==> src/rtl/display_scan_ctrl_if.sv <==
// Bus between application logic and the display scan controller.
// Carries display value, load strobe, digit mask and scan outputs.
interface display_scan_ctrl_if #(
  parameter int N_DIGITS = 4
);
  logic [4*N_DIGITS-1:0] i_Valor;
  logic                  i_Cargar;
  logic [N_DIGITS-1:0]   i_Hab_Dig;
  logic [3:0]            o_Nibble;
  logic [N_DIGITS-1:0]   o_Digitos;
  logic                  o_Pendiente;
  logic                  o_Fin_Cuadro;

  modport master (
    output i_Valor, i_Cargar, i_Hab_Dig,
    input  o_Nibble, o_Digitos, o_Pendiente, o_Fin_Cuadro
  );

  modport slave (
    input  i_Valor, i_Cargar, i_Hab_Dig,
    output o_Nibble, o_Digitos, o_Pendiente, o_Fin_Cuadro
  );
endinterface

==> src/rtl/display_scan_ctrl.sv <==
// Time-multiplexed 7-segment scan controller with blanking gaps
// and a frame-synchronous double-buffered display value.
module display_scan_ctrl #(
  parameter int N_DIGITS     = 4,
  parameter int REFRESH_DIV  = 50000,
  parameter int BLANK_CYCLES = 16
) (
  input  logic                i_Clk,
  input  logic                i_Rst,
  display_scan_ctrl_if.slave  bus
);
  localparam int CW = $clog2(REFRESH_DIV);
  localparam int IW = $clog2(N_DIGITS);
  localparam logic [CW-1:0] BLANK_LAST = CW'(BLANK_CYCLES - 1);
  localparam logic [CW-1:0] SHOW_LAST =
    CW'(REFRESH_DIV - BLANK_CYCLES - 1);
  localparam logic [IW-1:0] IDX_LAST = IW'(N_DIGITS - 1);

  typedef enum logic {
    ST_BLANK = 1'b0,
    ST_SHOW  = 1'b1
  } state_t;

  state_t                r_state;
  logic [CW-1:0]         r_cnt;
  logic [IW-1:0]         r_idx;
  logic [4*N_DIGITS-1:0] r_active;
  logic [4*N_DIGITS-1:0] r_pending;

  logic                  w_slot_end;
  logic                  w_boundary;
  logic [IW-1:0]         w_idx_nxt;
  logic [4*N_DIGITS-1:0] w_active_nxt;
  logic [3:0]            w_nib_nxt;
  logic [N_DIGITS-1:0]   w_dig_on;

  assign w_slot_end = (r_state == ST_SHOW) && (r_cnt == SHOW_LAST);
  assign w_boundary = w_slot_end && (r_idx == IDX_LAST);
  assign w_idx_nxt  = (r_idx == IDX_LAST) ? '0 : r_idx + 1'b1;

  // newest value wins when a load collides with the frame boundary
  always_comb begin
    w_active_nxt = r_active;
    if (w_boundary) begin
      if (bus.i_Cargar)
        w_active_nxt = bus.i_Valor;
      else if (bus.o_Pendiente)
        w_active_nxt = r_pending;
    end
  end

  always_comb begin
    w_nib_nxt = '0;
    w_dig_on  = '0;
    for (int k = 0; k < N_DIGITS; k++) begin
      if (w_idx_nxt == IW'(k))
        w_nib_nxt = w_active_nxt[4*k +: 4];
      w_dig_on[k] = (r_idx == IW'(k)) & bus.i_Hab_Dig[k];
    end
  end

  always_ff @(posedge i_Clk) begin
    if (i_Rst) begin
      r_state          <= ST_BLANK;
      r_cnt            <= '0;
      r_idx            <= '0;
      r_active         <= '0;
      r_pending        <= '0;
      bus.o_Nibble     <= '0;
      bus.o_Digitos    <= '0;
      bus.o_Pendiente  <= 1'b0;
      bus.o_Fin_Cuadro <= 1'b0;
    end else begin
      bus.o_Fin_Cuadro <= 1'b0;

      if (w_boundary) begin
        r_active        <= w_active_nxt;
        bus.o_Pendiente <= 1'b0;
      end else if (bus.i_Cargar) begin
        r_pending       <= bus.i_Valor;
        bus.o_Pendiente <= 1'b1;
      end

      unique case (r_state)
        ST_BLANK: begin
          bus.o_Digitos <= '0;
          if (r_cnt == BLANK_LAST) begin
            r_state       <= ST_SHOW;
            r_cnt         <= '0;
            bus.o_Digitos <= w_dig_on;
          end else begin
            r_cnt <= r_cnt + 1'b1;
          end
        end
        ST_SHOW: begin
          if (w_slot_end) begin
            r_state          <= ST_BLANK;
            r_cnt            <= '0;
            r_idx            <= w_idx_nxt;
            bus.o_Digitos    <= '0;
            bus.o_Nibble     <= w_nib_nxt;
            bus.o_Fin_Cuadro <= w_boundary;
          end else begin
            r_cnt         <= r_cnt + 1'b1;
            bus.o_Digitos <= w_dig_on;
          end
        end
        default: begin
          r_state <= ST_BLANK;
          r_cnt   <= '0;
        end
      endcase
    end
  end
endmodule

==> src/flat_wrapper.sv <==
// flat-port wrapper written by rule: the top's interface ports become plain ports
module display_scan_ctrl_flat 
#(
  parameter int N_DIGITS     = 4,
  parameter int REFRESH_DIV  = 50000,
  parameter int BLANK_CYCLES = 16
)
  (i_Clk, i_Rst, bus_i_Valor, bus_i_Cargar, bus_i_Hab_Dig, bus_o_Nibble, bus_o_Digitos, bus_o_Pendiente, bus_o_Fin_Cuadro);
  display_scan_ctrl_if #(.N_DIGITS(N_DIGITS)) bus_i ();
  input  logic i_Clk;
  input  logic i_Rst;
  input wire logic [$bits(bus_i.i_Valor)-1:0] bus_i_Valor;
  input wire logic [$bits(bus_i.i_Cargar)-1:0] bus_i_Cargar;
  input wire logic [$bits(bus_i.i_Hab_Dig)-1:0] bus_i_Hab_Dig;
  output wire logic [$bits(bus_i.o_Nibble)-1:0] bus_o_Nibble;
  output wire logic [$bits(bus_i.o_Digitos)-1:0] bus_o_Digitos;
  output wire logic [$bits(bus_i.o_Pendiente)-1:0] bus_o_Pendiente;
  output wire logic [$bits(bus_i.o_Fin_Cuadro)-1:0] bus_o_Fin_Cuadro;
  assign bus_i.i_Valor = bus_i_Valor;
  assign bus_i.i_Cargar = bus_i_Cargar;
  assign bus_i.i_Hab_Dig = bus_i_Hab_Dig;
  assign bus_o_Nibble = bus_i.o_Nibble;
  assign bus_o_Digitos = bus_i.o_Digitos;
  assign bus_o_Pendiente = bus_i.o_Pendiente;
  assign bus_o_Fin_Cuadro = bus_i.o_Fin_Cuadro;
  display_scan_ctrl #(.N_DIGITS(N_DIGITS), .REFRESH_DIV(REFRESH_DIV), .BLANK_CYCLES(BLANK_CYCLES)) u_core (.i_Clk(i_Clk), .i_Rst(i_Rst), .bus(bus_i));
endmodule
==> config.mk <==
export PLATFORM = sky130hd
export DESIGN_NAME = display_scan_ctrl_flat
export DESIGN_NICKNAME = d
export VERILOG_FILES = /design/src/rtl/display_scan_ctrl_if.sv /design/src/rtl/display_scan_ctrl.sv /design/src/flat_wrapper.sv
export SDC_FILE = /design/constraint.sdc
export NUM_CORES = 1
export LEC_CHECK = 0
export CORE_MARGIN = 4
export CORE_UTILIZATION = 62
export CTS_BUF_LIST = sky130_fd_sc_hd__clkbuf_8
export DETAILED_ROUTE_END_ITERATION = 8
export GPL_TIMING_DRIVEN = 1
export HOLD_SLACK_MARGIN = 0.12
export MAX_ROUTING_LAYER = met4
export PLACE_DENSITY_LB_ADDON = 0.2
export SETUP_SLACK_MARGIN = 0.15
export SLEW_MARGIN = 20
export SYNTH_ARGS = -nofsm -noshare
export SYNTH_HDL_FRONTEND = slang
export SYNTH_SLANG_ARGS = --single-unit
==> constraint.sdc <==
create_clock -name i_Clk -period 6.1 [get_ports i_Clk]
set_input_delay 1.22 -clock i_Clk [delete_from_list [all_inputs] [get_ports i_Clk]]
set_output_delay 1.22 -clock i_Clk [all_outputs]
set_load 0.05 [all_outputs]
# ---- Word level (Yosys, flattened, before mapping)
# Cells that the tools add are included.
dict set report totals {
  regBits 61
  wordCells 51
  inputBits 23
  output_inout_bits 10
}
dict set report op_classes {
  n_mux 17
  n_eq_ne 8
  add_sub_neg 2
  n_reduce_logical 8
  n_bitwise 7
}
# op n
set op_table {}
lappend op_table {{two-way mux 16 bit} 5}
lappend op_table {{one-hot mux 16 bit (2 select lines)} 1}
lappend op_table {{two-way mux 4 bit} 6}
lappend op_table {{adder 16 x 1 -> 16 bit (second input constant)} 1}
lappend op_table {{== test 16 bit (second input constant)} 1}
lappend op_table {{== test 16 x 4 -> 1 bit (second input constant)} 1}
lappend op_table {{== test 2 bit (second input constant)} 4}
lappend op_table {{one-hot mux 4 bit (2 select lines)} 1}
lappend op_table {{AND 1 bit} 4}
lappend op_table {{== test 2 x 1 -> 1 bit (second input constant)} 2}
lappend op_table {{zero test 2 bit} 2}
lappend op_table {{AND reduction 2 bit} 2}
lappend op_table {{inverter 1 bit} 3}
lappend op_table {{OR reduction 3 bit} 1}
lappend op_table {{adder 2 x 1 -> 2 bit (second input constant)} 1}
lappend op_table {{logical AND 1 bit} 2}
lappend op_table {{two-way mux 1 bit} 2}
lappend op_table {{two-way mux 2 bit} 1}
lappend op_table {{one-hot mux 1 bit (2 select lines)} 1}
lappend op_table {{OR reduction 2 bit} 1}

# ---- Logic depth before layout (Yosys ltp)
# Gate-level depths: netlist of run 1.
dict set report depth {
  ltp_word 8
  ltp_mapped 10
}

# ---- Least setup slack after synthesis of run 1
# No wires, ideal clock.
dict set report synth_path {
  path_kind {input to register}
  start {input port bus_i_Cargar}
  end {register u_core.bus.o_Nibble[0]}
  arrival_time_ns 2.475
  path_buffers 1
  setup_time_ns 0.117
  t_required_ns 5.983
  setup_slack_ns 3.508
  cell_stages 7
  path_cell_list {nand2b_1 clkbuf_1 o22ai_1 nor2_1 a2111oi_0 nand4_1 a22o_1}
}
dict set report synth_between {
  elab_chain_cells 6
}
# item line_no
set synth_rtl {}
lappend synth_rtl {{start, declared} flat_wrapper.sv:13} ;# input wire logic [$bits(bus_i.i_Cargar)-1:0] bus_i_Cargar;
lappend synth_rtl {{two-way mux 16 bit (*)} display_scan_ctrl.sv:45} ;# if (bus.i_Cargar)
lappend synth_rtl {{two-way mux 16 bit (*)} display_scan_ctrl.sv:44} ;# if (w_boundary) begin
lappend synth_rtl {{two-way mux 4 bit (3 in a row)} display_scan_ctrl.sv:56} ;# if (w_idx_nxt == IW'(k))
lappend synth_rtl {{two-way mux 4 bit (*)} display_scan_ctrl.sv:56}
lappend synth_rtl {{end signal, assigned} display_scan_ctrl.sv:101} ;# bus.o_Nibble <= w_nib_nxt;
lappend synth_rtl {{end, declared} display_scan_ctrl_if.sv:21} ;# output o_Nibble, o_Digitos, o_Pendiente, o_Fin_Cuadro
# Every way passes the cells marked *; elsewhere a longest branch is shown, timed or not.
# A chain may end at the register's enable or synchronous reset.

# ---- Worst setup path in the final report of run 1
# Same ends and word-level chain as after synthesis.

==> flow_summary_export.csv, run 1 <==
group,metric,value,unit
worst_hold_path,hold_depth,1,
setup_path,startpoint_type,"input port",
placed_design,dpl_cell_area,3130,um^2
grt,grt_overflow_total,0,
finish,syn_to_final_growth,17.2,%
detailed_routing,ant_nets,0,
setup_path,rr_endpoint,"u_core.bus.o_Nibble[3]$_SDFFE_PP0P_",
setup_path,crit_arrival,3.56,ns
yosys,syn-mean-instance-area,8.72,um^2
setup_path,crit_slowest_cell,"clkdlybuf4s50_1",
grt,grt_pass1_vias,2367,
cts,cts_tree,"built",
grt,grt_max_degree,40,
grt,track_usage,0.257,
floorplan,start_util,0.645,
worst_hold_path,hold_start,"u_core.r_cnt[0]$_SDFF_PP0_",
sta,fmax,300,MHz
pwr,cellLeakagePower,1.27,nW
yosys,synth_cell_types,47,
floorplan,die_h,75.5,um
yosys,ys_ff_latch,61,
setup_path,crit_fanout,15,
detailed_routing,num_vias,2438,
placed_design,port_buffers,32,
yosys,syn-cell-area,2830,um^2
detailed_routing,post-route-drc-count,0,
placed_design,place_congestion,0.904,
worst_hold_path,hp-class,"reg2reg",
placed_design,pre_cts_ws,2.45,ns
setup_path,criticalPathCategory,"in2reg",
detailed_routing,dr.pass1.iters,5,
yosys,synthTopCellsByArea,"dfxtp_1 (43%), nor2_1 (7.3%), mux2i_1 (5.7%), nand3_1 (3.4%), nand2_1 (2.8%)",
detailed_routing,routedWlPerCell,15.7,um
finish,final_core_util,0.755,
yosys,ys_seq_area_frac,0.432,
finish,num-nets-final,380,
cts,cts_resized,0,
finish,fin_area,3310,um^2
yosys,synthArstFlopShare,0,
cts,postCtsHoldBufs,0,
sta,hold_viol,0,
detailed_routing,met1_length,2.86,mm
setup_path,critPathCaptureType,"flip-flop",
finish,antenna_cells,0,
pwr,powerDensity,238,nW/um^2
setup_path,path_cells,"clkdlybuf4s50_1 > inv_1 > o22ai_1 > nor2_1 > a2111oi_0 > nand4_1 > a22o_1",
floorplan,boundaryPins,33,
setup_path,critPathRequiredTime,6.32,ns
sta,postLayoutSetupSlackWorst,2.76,ns
yosys,synth_warnings,0,
grt,antenna_found_initial,0,
detailed_routing,wl_met2,3.16,mm
grt,grt_pass1_wl,10.9,mm
flow_run,maxCapViolCount,0,
worst_hold_path,min_to,"u_core.r_cnt[0]$_SDFF_PP0_",
sta,rsz0062_at_grt,"no",
detailed_routing,drtIter0Drc,164,
cts,cts.sinks,61,
detailed_routing,vias_per_cell,5.98,
finish,drive_gt1_frac,0.0534,
finish,final.fill_count,334,
yosys,yosys_most_used_dff,"dfxtp_1",
run_status,status,"complete, no violations",
setup_path,r2r_cells,6,
pwr,peakVddDrop,0.149,mV
floorplan,coreArea,4380,um^2
sta,finalCritPeriodShare,0.547,
sta,skew,0.00785,ns
floorplan,die_w,75.5,um
cts,clock_path_buffers,2,
floorplan,die_area,5700,um^2
placed_design,post-dp-hpwl,4.54,mm
yosys,synth_top_area_cell,"dfxtp_1",
sta,maxSlewHeadroom,0.304,
setup_path,r2r_slack,3.42,ns
yosys,yosysTopAreaCellShare,0.432,
floorplan,fp-row-count,24,
yosys,synthCells,324,
yosys,synthesis.nets,352,
yosys,synth.cells.most_frequent,"dfxtp_1 (61), nor2_1 (55), nand2_1 (21), nand3_1 (19), mux2i_1 (16)",
detailed_routing,top_layer_used,"met4",
setup_path,critPathLaunch,"bus_i_Cargar",
yosys,synth.most_common_cell,"dfxtp_1",
sta,min_period,3.34,ns
detailed_routing,totalWireLength,6.41,mm
cts,htreeDepth,3,
cts,clock_latency,0.33,ns
setup_path,timing.rr.start,"u_core.r_cnt[8]$_SDFF_PP0_",
cts,root_buffer,"clkbuf_8",
setup_path,cpPeakStageDelay,0.83,ns
cts,clk_pin_slew_worst_paths,0.06,ns
sta,drv_slew,0,
sta,worst_pin_slew,1.04,ns
detailed_routing,met3_wirelength,242,um
cts,cts_buffers,9,
sta,setup_violations,0,
sta,holdWs,0.446,ns
sta,fin_tns_setup,0,ns
cts,post_cts_buffers,0,
yosys,synth-edff-count,0,
-- routing by layer --
metal,vias up,GRT usage
met5,-,-
met4,0,0.115
met3,16,0.0383
met2,58,0.417
met1,1148,0.317
li1,1216,-
-- report_power, final --
part	switching [mW]	leakage [nW]	internal, mW	total (mW)
logic	0.0275	0.673	0.0276	0.0551
clock network	0.144	0.101	0.175	0.319
registers	0.00579	0.495	0.407	0.413
-- cell type report --
cell class | instances | area (um^2) | share of cell area
clock buffer | 12 | 165 | 0.0499
clock inverter | 3 | 12.5 | 0.00378
inverter | 8 | 30.0 | 0.00907
multi-input combinational | 239 | 1490 | 0.450
sequential | 61 | 1220 | 0.369
tap | 52 | 65.1 | 0.0196
timing repair buffer | 33 | 328 | 0.0990
-- flip-flops by register name, summed over array words and instances (netlist names) --
name,flops
u_core.r_active,16
u_core.r_cnt,16
u_core.r_pending,16
u_core.bus.o_Digitos,4
u_core.bus.o_Nibble,4
u_core.r_idx,2
u_core.bus.o_Fin_Cuadro,1
u_core.bus.o_Pendiente,1
u_core.r_state,1
-- placed cells by master, fill, tap and decap left out, types with 10 or more instances in the layout --
| cell | count |
|---|---|
| clkbuf_8 | 12 |
| clkdlybuf4s50_1 | 32 |
| mux2i_1 | 16 |
| dfxtp_1 | 61 |
| o22ai_1 | 10 |
| nor2_1 | 55 |
| nand2_1 | 21 |
| inv_1 | 10 |
| nand3_1 | 19 |
| o21ai_0 | 10 |
-- cell families after synthesis --
kind of cell	share of synthesized area
muxes	0.0567
buffers and inverters	0.0407
adders and majority gates	0.0221
DFF	0.432
xor gates and xnor gates	0.0434
AOI/OAI and AO/OA	0.166
and+or+nand+nor	0.239
-- stage by stage --
stage,cells,power [mW]
floorplan,324,0.452
CTS,408,0.792
finish,408,0.787
global placement,393,0.474
global route,408,0.816
detailed placement,393,0.476
-- critical path: cells and delay by family --
| family | cells | cell delay [ns] |
|---|---|---|
| AOI/OAI and AO/OA | 3 | 0.97 |
| buffers and inverters | 2 | 1.14 |
| and+or+nand+nor | 2 | 0.22 |
-- worst max path at each step --
stage | cells after the start | end | slack [ns]
after floorplan | 7 | u_core.bus.o_Nibble[0]$_SDFFE_PP0P_ | 3.51
after global placement | 7 | u_core.bus.o_Nibble[0]$_SDFFE_PP0P_ | 2.49
after detailed placement | 7 | u_core.bus.o_Nibble[0]$_SDFFE_PP0P_ | 2.45
after CTS | 7 | u_core.bus.o_Nibble[0]$_SDFFE_PP0P_ | 2.79
after global routing | 7 | u_core.bus.o_Nibble[0]$_SDFFE_PP0P_ | 2.54
final | 7 | u_core.bus.o_Nibble[0]$_SDFFE_PP0P_ | 2.76
(Power assumes the default switching activity.)
==> run 2, diff against run 1 <==
- CORE_UTILIZATION: 62 -> 52
- clock period: 6.1 -> 2.8 ns (I/O delays scaled with it)
==> flow_summary_export.csv, run 2 (synthesized netlist as in run 1, its figures left out) <==
group,metric,value,unit
sta,holdWs,0.435,ns
finish,antenna_cells,0,
detailed_routing,vias_per_cell,5.88,
cts,htreeDepth,3,
worst_hold_path,hold_depth,1,
pwr,peakVddDrop,0.302,mV
sta,skew,0.00835,ns
cts,postCtsHoldBufs,0,
finish,fin_area,3350,um^2
pwr,cellLeakagePower,1.28,nW
detailed_routing,drtIter0Drc,388,
cts,root_buffer,"clkbuf_8",
finish,regArea,1220,um^2
floorplan,fp-row-count,26,
finish,multi_input_area,1490,um^2
floorplan,die_w,81.7,um
detailed_routing,ant_nets,0,
pwr,powerDensity,506,nW/um^2
finish,syn_to_final_growth,18.6,%
setup_path,r2r_cells,6,
flow_run,maxCapViolCount,0,
cts,cts_buffers,9,
finish,final.fill_count,446,
sta,drv_slew,0,
detailed_routing,num_vias,2523,
placed_design,port_buffers,32,
grt,grt_overflow_total,0,
cts,cts.sinks,61,
grt,track_usage,0.229,
sta,fmax,429,MHz
sta,min_period,2.33,ns
sta,maxSlewHeadroom,0.653,
cts,cts_resized,0,
setup_path,critPathCaptureType,"flip-flop",
floorplan,start_util,0.546,
setup_path,crit_fanout,16,
worst_hold_path,hp-class,"reg2reg",
finish,final_common_cell,"dfxtp_1",
sta,finalCritPeriodShare,0.833,
setup_path,criticalPathCategory,"reg2reg",
detailed_routing,routedWlPerCell,15.7,um
finish,final_cell_mix,"dfxtp_1 (61), nor2_1 (55), clkdlybuf4s50_1 (32), nand2_1 (21), nand3_1 (19)",
finish,drive_gt1_frac,0.0641,
detailed_routing,dr.pass1.iters,6,
cts,clk_pin_slew_worst_paths,0.07,ns
finish,final_core_util,0.648,
setup_path,startpoint_type,"flip-flop",
placed_design,place_congestion,0.987,
cts,post_cts_buffers,0,
floorplan,die_h,81.7,um
run_status,status,"complete, no violations",
sta,worst_pin_slew,0.520,ns
grt,grt_max_degree,21,
detailed_routing,totalWireLength,6.73,mm
cts,cts_tree,"built",
setup_path,critPathRequiredTime,3.03,ns
cts,clock_latency,0.34,ns
floorplan,coreArea,5170,um^2
grt,antenna_found_initial,0,
floorplan,die_area,6680,um^2
grt,grt_pass1_vias,2236,
placed_design,post-dp-hpwl,4.70,mm
sta,hold_viol,0,
floorplan,boundaryPins,33,
setup_path,crit_arrival,2.56,ns
grt,grt_pass1_wl,11.1,mm
finish,num-nets-final,384,
sta,rsz0062_at_grt,"no",
sta,setup_violations,0,
placed_design,dpl_cell_area,3190,um^2
sta,fin_tns_setup,0,ns
cts,clock_path_buffers,2,
finish,reg_top3,"u_core.r_active x16, u_core.r_cnt x16, u_core.r_pending x16",
detailed_routing,post-route-drc-count,0,
pwr,power.total,1.70,mW
==> run 2: changes by cell type in the layout (fill, tap and decap cells not counted) <==
cell      delta
clkinv_2     +1
inv_1        -1
clkbuf_8     -1
buf_4        +4
==> run 2: layer usage <==
| layer | global-route usage | vias up | share of wire |
|---|---|---|---|
| met5 | - | - | 0 |
| met4 | 0.128 | 0 | 0.030 |
| met3 | 0.0450 | 23 | 0.060 |
| met2 | 0.304 | 113 | 0.42 |
| met1 | 0.323 | 1164 | 0.49 |
| li1 | - | 1223 | - |
==> run 2: where the power goes <==
group          internal (mW)  switching [mW]  leakage, nW  total, mW
clock                  0.353           0.321       0.0922      0.673
combinational         0.0622          0.0626        0.693      0.125
sequential             0.886          0.0130        0.495      0.899
total                   1.30           0.396         1.28       1.70
==> run 2: worst max-delay path: stages, from the launching register on <==
cell and delay, ns:
dfxtp_1 0.41, nor4bb_1 0.41, and4_1 0.44, nand3_2 0.29
nand2_4 0.37, mux2i_1 0.24, nor2_1 0.05
==> run 2: final timing paths <==
| check | from | end | slack (ns) |
|---|---|---|---|
| worst max-delay path | u_core.r_cnt[8]$_SDFF_PP0_ | u_core.r_pending[8]$_SDFFE_PP0P_ | 0.47 |
| worst min-delay path | u_core.r_cnt[0]$_SDFF_PP0_ | u_core.r_cnt[0]$_SDFF_PP0_ | 0.44 |
| worst max register to register | u_core.r_cnt[8]$_SDFF_PP0_ | u_core.r_pending[8]$_SDFFE_PP0P_ | 0.47 |
| worst min register to register | u_core.r_cnt[0]$_SDFF_PP0_ | u_core.r_cnt[0]$_SDFF_PP0_ | 0.44 |
==> run 2: final cells by class <==
type	instances	area share
clock buffer	11	0.0452
sequential	61	0.364
inverter	8	0.00896
multi-input combinational	239	0.445
clock inverter	3	0.00411
tap	70	0.0261
timing repair buffer	37	0.107
==> run 2: per-stage QoR <==
| stage | setup slack (ns) | instances |
|---|---|---|
| 3_5_place_dp | 0.194 | 415 |
| 2_1_floorplan | 0.721 | 324 |
| 5_1_grt | 0.260 | 429 |
| 3_3_place_gp | 0.293 | 415 |
| 6_report | 0.469 | 429 |
| 4_1_cts | 0.494 | 429 |
==> run 3, diff against run 2 <==
- CORE_UTILIZATION: 52 -> 58
- clock period: 2.8 -> 2.4 ns (I/O delays scaled with it)
==> flow_summary_export.csv, run 3 (synthesized netlist as in run 1, its figures left out) <==
group,metric,value,unit
sta,drv_slew,0,
flow_run,maxCapViolCount,0,
sta,fmax,461,MHz
cts,cts_buffers,9,
placed_design,dpl_cell_area,3310,um^2
floorplan,boundaryPins,33,
setup_path,r2r_slack,0.23,ns
finish,syn_to_final_growth,26.9,%
cts,clock_latency,0.34,ns
detailed_routing,dr.pass1.iters,4,
sta,min_period,2.17,ns
pwr,internal_power,1.75,mW
placed_design,post-dp-hpwl,5.12,mm
sta,rsz0062_at_grt,"yes",
floorplan,die_area,6050,um^2
pwr,power.total,2.24,mW
pwr,cellLeakagePower,1.41,nW
cts,postCtsHoldBufs,0,
cts,clock_path_buffers,2,
finish,antenna_cells,0,
pwr,powerDensity,625,nW/um^2
grt,grt_pass1_vias,2439,
sta,worst_pin_slew,0.506,ns
setup_path,cpPeakStageDelay,0.37,ns
finish,num-nets-final,403,
placed_design,port_buffers,32,
setup_path,critPathCaptureType,"flip-flop",
setup_path,critPathRequiredTime,2.69,ns
pwr,sw_frac_of_total,0.221,
finish,reg_top3,"u_core.r_active x16, u_core.r_cnt x16, u_core.r_pending x16",
detailed_routing,vias_per_cell,5.82,
pwr,p_clk_frac,0.463,
pwr,p_comb_frac,0.068,
detailed_routing,routedWlPerCell,16.2,um
setup_path,criticalPathCategory,"reg2reg",
setup_path,crit_arrival,2.46,ns
sta,fin_tns_setup,0,ns
cts,cts_tree,"built",
sta,maxSlewHeadroom,0.661,
cts,root_buffer,"clkbuf_8",
detailed_routing,num_vias,2602,
setup_path,path_cells,"ha_1 > and3_1 > buf_4 > nand4_1 > nor2_4 > o22ai_2 > a21boi_0 > a22o_1",
worst_hold_path,hp-class,"reg2reg",
grt,grt_overflow_total,0,
floorplan,start_util,0.598,
grt,track_usage,0.258,
detailed_routing,post-route-drc-count,0,
cts,clk_pin_slew_worst_paths,0.07,ns
setup_path,startpoint_type,"flip-flop",
finish,drive_gt1_frac,0.126,
grt,antenna_found_initial,0,
floorplan,die_h,77.8,um
run_status,status,"complete, no violations",
detailed_routing,totalWireLength,7.23,mm
grt,grt_pass1_wl,11.9,mm
finish,final_cell_mix,"dfxtp_1 (61), nor2_1 (54), clkdlybuf4s50_1 (31), buf_4 (23), nand2_1 (21)",
cts,cts.sinks,61,
setup_path,crit_slowest_cell,"dfxtp_1",
floorplan,fp-row-count,25,
floorplan,coreArea,4720,um^2
cts,htreeDepth,3,
worst_hold_path,hold_depth,1,
finish,fin_area,3590,um^2
detailed_routing,ant_nets,0,
detailed_routing,drtIter0Drc,361,
sta,hold_viol,0,
setup_path,crit_fanout,7,
grt,grt_max_degree,21,
finish,final.fill_count,353,
setup_path,r2r_cells,8,
floorplan,die_w,77.8,um
pwr,p_sw,0.496,mW
finish,final_common_cell,"dfxtp_1",
pwr,pwr-share-seq,0.468,
pwr,peakVddDrop,0.466,mV
sta,finalCritPeriodShare,0.904,
sta,setup_violations,0,
sta,skew,0.00277,ns
placed_design,place_congestion,1.01,
## run 3: critical path, delay by kind of cell (launching register included)
| family | cells | cell delay, ns |
|---|---|---|
| buffers and inverters | 1 | 0.14 |
| AND/OR/NAND/NOR | 3 | 0.82 |
| AO/OA/AOI/OAI | 3 | 0.58 |
| flip-flops | 1 | 0.37 |
| adder cells (fa/ha/maj) | 1 | 0.20 |
## run 3: routing by layer
layer	up-vias	GRT usage	wire, um
met5	-	-	0
met4	0	0.0890	114
met3	12	0.0603	524
met2	100	0.386	3290
met1	1226	0.341	3300
li1	1264	-	-
## run 3: timing repair
| action | in CTS | in global routing |
|---|---|---|
| pin swaps | 0 | 2 |
| buffers inserted | 0 | 2 |
| gates resized for setup | 4 | 7 |
| hold endpoints to repair | 0 | 0 |
| setup endpoints to repair | 20 | 16 |
## run 3: final cells by class
type,count,area (um^2),share of cell area
multi-input cells,239,1520,0.425
flip-flops and latches,61,1220,0.340
repair buffers,56,503,0.140
clock buffers,11,151,0.0422
well taps,67,83.8,0.0234
clock inverters,5,73.8,0.0206
inverters,8,30.0,0.00837
## run 3: final timing paths
path	from	endpoint
worst max-delay path	u_core.r_cnt[0]$_SDFF_PP0_	u_core.bus.o_Nibble[0]$_SDFFE_PP0P_
worst min register to register	u_core.r_cnt[0]$_SDFF_PP0_	u_core.r_cnt[0]$_SDFF_PP0_
worst min-delay path	u_core.r_cnt[0]$_SDFF_PP0_	u_core.r_cnt[0]$_SDFF_PP0_
worst max register to register	u_core.r_cnt[0]$_SDFF_PP0_	u_core.bus.o_Nibble[0]$_SDFFE_PP0P_
## run 3: per-stage QoR
stage | cells | worst slack, ns | hold WS, ns | util
2_1_floorplan | 324 | 0.321 | 0.413 | -
3_3_place_gp | 429 | -0.0350 | 0.427 | 0.701
3_5_place_dp | 429 | -0.102 | 0.436 | 0.701
4_1_cts | 445 | 0.205 | 0.467 | 0.752
5_1_grt | 447 | 0.0973 | 0.498 | 0.759
6_report | 447 | 0.232 | 0.465 | 0.759
## run 3: power groups by stage
stage	Combinational [mW]	Sequential [mW]	Clock, mW
2_1_floorplan	0.0794	1.07	0
3_3_place_gp	0.148	1.07	0
3_5_place_dp	0.152	1.07	0
4_1_cts	0.153	1.05	1.03
5_1_grt	0.167	1.05	1.09
6_report	0.153	1.05	1.04
